$ cat src/rtl/seg7_scan_driver_pkg.sv
`default_nettype none
// ============================================================================
// seg7_scan_driver_pkg : shared segment patterns and FSM encodings
// Revision: 1.0
// ============================================================================
package seg7_scan_driver_pkg;

  localparam logic [6:0] SEG_BLANK = 7'h7F;

  // Active-low {g,f,e,d,c,b,a} patterns for hex digits 0..F
  localparam logic [6:0] HEX_SEG [16] = '{
    7'h40, 7'h79, 7'h24, 7'h30, 7'h19, 7'h12, 7'h02, 7'h78,
    7'h00, 7'h10, 7'h08, 7'h03, 7'h46, 7'h21, 7'h06, 7'h0E
  };

  localparam logic [1:0] ST_OFF   = 2'd0;
  localparam logic [1:0] ST_DEAD  = 2'd1;
  localparam logic [1:0] ST_DRIVE = 2'd2;

endpackage
`default_nettype wire

$ cat src/rtl/seg7_scan_driver_hex_to_seg7.sv
`default_nettype none
// ============================================================================
// hex_to_seg7 : combinational nibble to active-low 7-segment pattern
// Revision: 1.0
// ============================================================================
module hex_to_seg7
  import seg7_scan_driver_pkg::*;
(
  input  logic [3:0] nibble,
  output logic [6:0] seg
);

  assign seg = HEX_SEG[nibble];

endmodule
`default_nettype wire

$ cat src/rtl/seg7_scan_driver.sv
`default_nettype none
// ============================================================================
// seg7_scan_driver : multiplexed hex display driver with dead time and LZ blanking
// Revision: 1.0
// ============================================================================
module seg7_scan_driver
  import seg7_scan_driver_pkg::*;
#(
  parameter int NUM_DIGITS  = 4,
  parameter int DEAD_CYCLES = 16,
  parameter int CNT_W       = 8
) (
  input  logic                    clock_in,
  input  logic                    reset,
  input  logic                    scan_clk,
  input  logic                    enable,
  input  logic [4*NUM_DIGITS-1:0] value,
  input  logic [NUM_DIGITS-1:0]   dp_in,
  input  logic                    blank_lz,
  output logic [NUM_DIGITS-1:0]   an,
  output logic [6:0]              seg,
  output logic                    dp
);

  localparam int               IDX_W     = (NUM_DIGITS > 1) ? $clog2(NUM_DIGITS) : 1;
  localparam logic [IDX_W-1:0] IDX_LAST  = IDX_W'(NUM_DIGITS - 1);
  localparam logic [CNT_W-1:0] DEAD_LAST = CNT_W'((DEAD_CYCLES > 0) ? DEAD_CYCLES - 1 : 0);

  logic [1:0]              state, state_nxt;
  logic [IDX_W-1:0]        idx, idx_nxt;
  logic [CNT_W-1:0]        cnt, cnt_nxt;
  logic [4*NUM_DIGITS-1:0] snap, snap_nxt;
  logic [NUM_DIGITS-1:0]   dp_snap, dps_nxt;
  logic                    scan_prev;
  logic                    tick;

  logic [3:0]              nib;
  logic                    dp_bit;
  logic [NUM_DIGITS-1:0]   an_sel;
  logic                    lz_blank;
  logic [6:0]              dec_seg;

  assign tick = scan_clk & ~scan_prev;

  always_comb begin
    state_nxt = state;
    idx_nxt   = idx;
    cnt_nxt   = cnt;
    snap_nxt  = snap;
    dps_nxt   = dp_snap;
    if (!enable) begin
      state_nxt = ST_OFF;
      idx_nxt   = IDX_LAST;
      cnt_nxt   = '0;
    end else if (tick) begin
      // A tick from any state advances; digit 0 opens a new frame snapshot
      idx_nxt = (idx == IDX_LAST) ? '0 : idx + 1'b1;
      if (idx_nxt == '0) begin
        snap_nxt = value;
        dps_nxt  = dp_in;
      end
      cnt_nxt   = '0;
      state_nxt = (DEAD_CYCLES == 0) ? ST_DRIVE : ST_DEAD;
    end else if (state == ST_DEAD) begin
      if (cnt == DEAD_LAST) begin
        state_nxt = ST_DRIVE;
      end else begin
        cnt_nxt = cnt + 1'b1;
      end
    end
  end

  // Outputs are registered from the next-state view so DRIVE lands with the state change
  always_comb begin
    nib      = 4'h0;
    dp_bit   = 1'b0;
    an_sel   = '1;
    lz_blank = blank_lz && (idx_nxt != '0);
    for (int i = 0; i < NUM_DIGITS; i++) begin
      if (idx_nxt == IDX_W'(i)) begin
        nib       = snap_nxt[4*i +: 4];
        dp_bit    = dps_nxt[i];
        an_sel[i] = 1'b0;
      end
      if ((IDX_W'(i) >= idx_nxt) && (snap_nxt[4*i +: 4] != 4'h0)) begin
        lz_blank = 1'b0;
      end
    end
  end

  hex_to_seg7 u_dec (
    .nibble (nib),
    .seg    (dec_seg)
  );

  always_ff @(posedge clock_in) begin
    if (reset) begin
      state     <= ST_OFF;
      idx       <= IDX_LAST;
      cnt       <= '0;
      snap      <= '0;
      dp_snap   <= '0;
      scan_prev <= 1'b0;
      an        <= '1;
      seg       <= SEG_BLANK;
      dp        <= 1'b1;
    end else begin
      state     <= state_nxt;
      idx       <= idx_nxt;
      cnt       <= cnt_nxt;
      snap      <= snap_nxt;
      dp_snap   <= dps_nxt;
      scan_prev <= scan_clk;
      if (state_nxt == ST_DRIVE) begin
        an  <= an_sel;
        seg <= lz_blank ? SEG_BLANK : dec_seg;
        dp  <= ~dp_bit;
      end else begin
        an  <= '1;
        seg <= SEG_BLANK;
        dp  <= 1'b1;
      end
    end
  end

endmodule
`default_nettype wire

$ cat config.mk
export PLATFORM = sky130hd
export DESIGN_NAME = seg7_scan_driver
export DESIGN_NICKNAME = d
export VERILOG_FILES = /design/src/rtl/seg7_scan_driver_pkg.sv /design/src/rtl/seg7_scan_driver_hex_to_seg7.sv /design/src/rtl/seg7_scan_driver.sv
export SDC_FILE = /design/constraint.sdc
export NUM_CORES = 1
export LEC_CHECK = 0
export CELL_PAD_IN_SITES_DETAIL_PLACEMENT = 0
export CELL_PAD_IN_SITES_GLOBAL_PLACEMENT = 1
export CORE_MARGIN = 4
export CORE_UTILIZATION = 40
export CTS_BUF_LIST = sky130_fd_sc_hd__clkbuf_16
export DETAILED_ROUTE_END_ITERATION = 10
export PLACE_DENSITY = 0.85
export SYNTH_ARGS = -nofsm -noshare
export SYNTH_HDL_FRONTEND = slang
export SYNTH_SLANG_ARGS = --single-unit
$ cat constraint.sdc
create_clock -name clock_in -period 3.4 [get_ports clock_in]
set_input_delay 0.34 -clock clock_in [delete_from_list [all_inputs] [get_ports clock_in]]
set_output_delay 0.34 -clock clock_in [all_outputs]
set_load 0.005 [all_outputs]
==> flow_summary.ini <==
[critical_path]
crit_type = register to register
worstPathCellList = ha_1 -> nor4b_4 -> buf_4 -> nand2_1 -> and3_1 -> o211ai_1 -> inv_1 -> ha_1 -> a211oi_1 -> o21ai_0
cp.arrival_ps = 3150
critPathMaxFanout = 8
required_ps = 3550
crit_top_cell = ha_1
timing.rr.start = idx[0]
critPathLaunchType = register
critPathSlowestCell = o211ai_1
crit_path_max_incr_delay_ps = 520
end_kind = register
critPathLaunch = idx[0]

[timing]
hold_viol = 0
max_slew_margin_pct = 55.6
setup_violations = 0
drv_slew = 0
clock_skew_ps = 3.64
post-route-period-util_pct = 88.1
period_needed_ps = 3000
fmax_mhz = 334
setup_tns_ps = 0
tightestPinTransition_ps = 664
rsz0062_at_grt = no

[logic_synthesis]
ys_ff_latch = 45
yosysUniqueCellTypes = 44
avgSynthCellArea_um2 = 9.32
synth_area_um2 = 2200
syn_inst = 236
syn-num-nets = 270
ys_seq_area_share_pct = 41.0
yosys_warnings = 0

[job]
maxCapViolCount = 0

[grt]
grt_antenna_before_repair = 0
track_usage_pct = 16.0
grt-ovfl-total = 0
grt_pass1_wl_mm = 8.29
grt_pass1_vias = 1794
grt_max_degree = 23

[pwr]
p_clk_share_pct = 38.0
comb_power_share_pct = 16.0
ir_drop_v = 0.000279
internal-power_uw = 898
power.leakage_nw = 1.16
p_switching_uw = 295
seq_power_share_pct = 46.0
p_sw_share_pct = 24.7
totalPowerFinal_mw = 1.19
powerDensity_nw_per_um2 = 424

[route]
maxUsedRoutingLayer = met4
wl_per_cell_um = 13.9
drt_iter0_drc = 83
wl_met1_mm = 2.29
met2_length_mm = 2.25
ant_nets = 0
via_count = 1806
first_pass_iters = 4
met3_length_um = 198
drcViolationCount = 0
routed_wl_mm = 4.87
vias_per_cell = 5.15

[clock_network]
clk_latency_ps = 280
clkTransAtPathRegs_ps = 60
ctsResizeCount = 0
clock_sinks = 45
cts_setup_buffers = 0
cts_tree = done
ctsHoldBuffers = 0
ctsHtreeMaxLevel = 2
cts-root-buf = clkbuf_16
clock_path_buffers = 2
numCtsBuffers = 5

[layout]
layout-drive-gt1-share_pct = 10.7
area_delta_synth_final_pct = 28.0
final_nets = 314
nFillCells = 501
final_area_um2 = 2810
n_antenna_cell = 0

[placed_design]
gp_routability_congestion = 0.907
dp_hpwl_mm = 3.67
placed_area_um2 = 2680
portBuffers = 36

[floorplan]
die_h_um = 82.1
start_util_pct = 42.2
die_w_um = 82.1
io_pins = 37
rows = 26
dieArea_um2 = 6750
core_um2 = 5200

[worst_hold_path]
hold_start = snap[0]
hp-class = register to register

[outcome]
outcome = finished clean
[area by class of cell]
cell class / count / area, µm² / share of cell area [%]
Multi-Input combinational cell: 179 / 1230 / 43.6
Clock inverter: 3 / 13.8 / 0.489
Clock buffer: 5 / 125 / 4.45
Sequential cell: 45 / 901 / 32.0
Timing Repair Buffer: 46 / 448 / 15.9
Tap cell: 70 / 87.6 / 3.11
Inverter: 3 / 11.3 / 0.400
[state kept, by name, summed over array words and instances, names as in the netlist]
name	flops
snap	16
scan_prev	1
cnt	8
state	2
dp	1
dp_snap	4
seg	7
an	4
idx	2
[synth_stat cells (all sizes together)]
cell | number | share of area, %
o22ai | 1 | 0.28
xor2 | 6 | 2.4
nor2b | 8 | 2.3
nand2b | 3 | 0.85
o221ai | 4 | 1.6
a21boi | 1 | 0.34
nand3 | 9 | 2.0
o32a | 2 | 0.91
xnor2 | 1 | 0.40
and3 | 4 | 1.1
nor3b | 1 | 0.57
nand4 | 2 | 0.57
nor3 | 1 | 0.23
clkbuf | 3 | 0.51
dfxtp | 45 | 41
o21ba | 1 | 0.46
nor2 | 30 | 5.1
a21oi | 10 | 2.3
buf | 6 | 2.2
mux2i | 23 | 11
nand2 | 26 | 4.4
ha | 9 | 5.1
nor4 | 4 | 1.1
mux2 | 6 | 3.1
o211ai | 2 | 0.68
a2111oi | 1 | 0.68
a211oi | 1 | 0.34
a221oi | 1 | 0.68
o32ai | 1 | 0.40
a31oi | 1 | 0.28
nand4b | 1 | 0.40
or2 | 2 | 0.57
and2 | 3 | 0.85
a21o | 1 | 0.34
o21ai | 8 | 1.8
inv | 3 | 0.51
or4 | 3 | 1.0
nor4b | 1 | 1.1
o2111ai | 1 | 0.40
[worst max-delay path: cells and delay by family, from the launching register on]
family	cells	cell delay, ps
compound gates	3	860
simple gates	3	650
fa+ha+maj	2	600
buf+inv	2	360
flops	1	400
[cells in the final DEF (no fill, tap or decap), drive strengths merged, types with 2 or more instances in the layout]
master,Yosys,final
nor4,4,4
inv,3,4
nand4,2,2
mux2i,23,23
clkdlybuf4s50,0,36
nand3,9,9
or4,3,3
nor2,30,30
o221ai,4,4
o32a,2,2
o21ai,8,8
dfxtp,45,45
mux2,6,6
xor2,6,6
ha,9,9
or2,2,2
and2,3,3
and3,4,4
a21oi,10,10
nor2b,8,8
buf,6,10
o211ai,2,2
clkbuf,3,5
nand2b,3,3
clkinv,0,2
nand2,26,26
[per-stage QoR]
stage	cells	setup slack, ps	hold slack [ps]	utilization [%]
after CTS	351	418	480	54.1
after global placement	343	361	467	51.4
after floorplan	236	740	412	-
after detailed placement	343	308	472	51.4
after global routing	351	175	499	54.1
final	351	404	487	54.1
[worst paths after layout]
path / endpoint / slack, ps / depth (start not counted)
worst min register to register: snap[0] / 490 / 2
worst max register to register: seg[3] / 400 / 10
worst min-delay path: snap[0] / 490 / 2
worst max-delay path: seg[3] / 400 / 10
[logic make-up (layout without fill, tap and decap cells)]
family,after synthesis,after routing,synth area share (%)
AOI/OAI and AO/OA,36,36,11.5
DFF,45,45,41.0
buffers and inverters,12,57,3.19
xor gates and xnor gates,7,7,2.79
muxes,29,29,14.1
and+or+nand+nor,98,98,22.3
adders and majority gates,9,9,5.12
[routing by layer]
layer,vias up,track usage (%)
li1,925,-
met1,822,20.3
met2,44,25.8
met3,15,3.90
met4,0,7.31
met5,-,0
[power groups by stage]
stage / logic [mW] / registers (mW) / clock network, mW
finish: 0.191 / 0.549 / 0.453
global route: 0.212 / 0.550 / 0.496
CTS: 0.191 / 0.549 / 0.470
detailed placement: 0.188 / 0.560 / 0
global placement: 0.189 / 0.560 / 0
floorplan: 0.125 / 0.558 / 0
(Power assumes the default switching activity.)
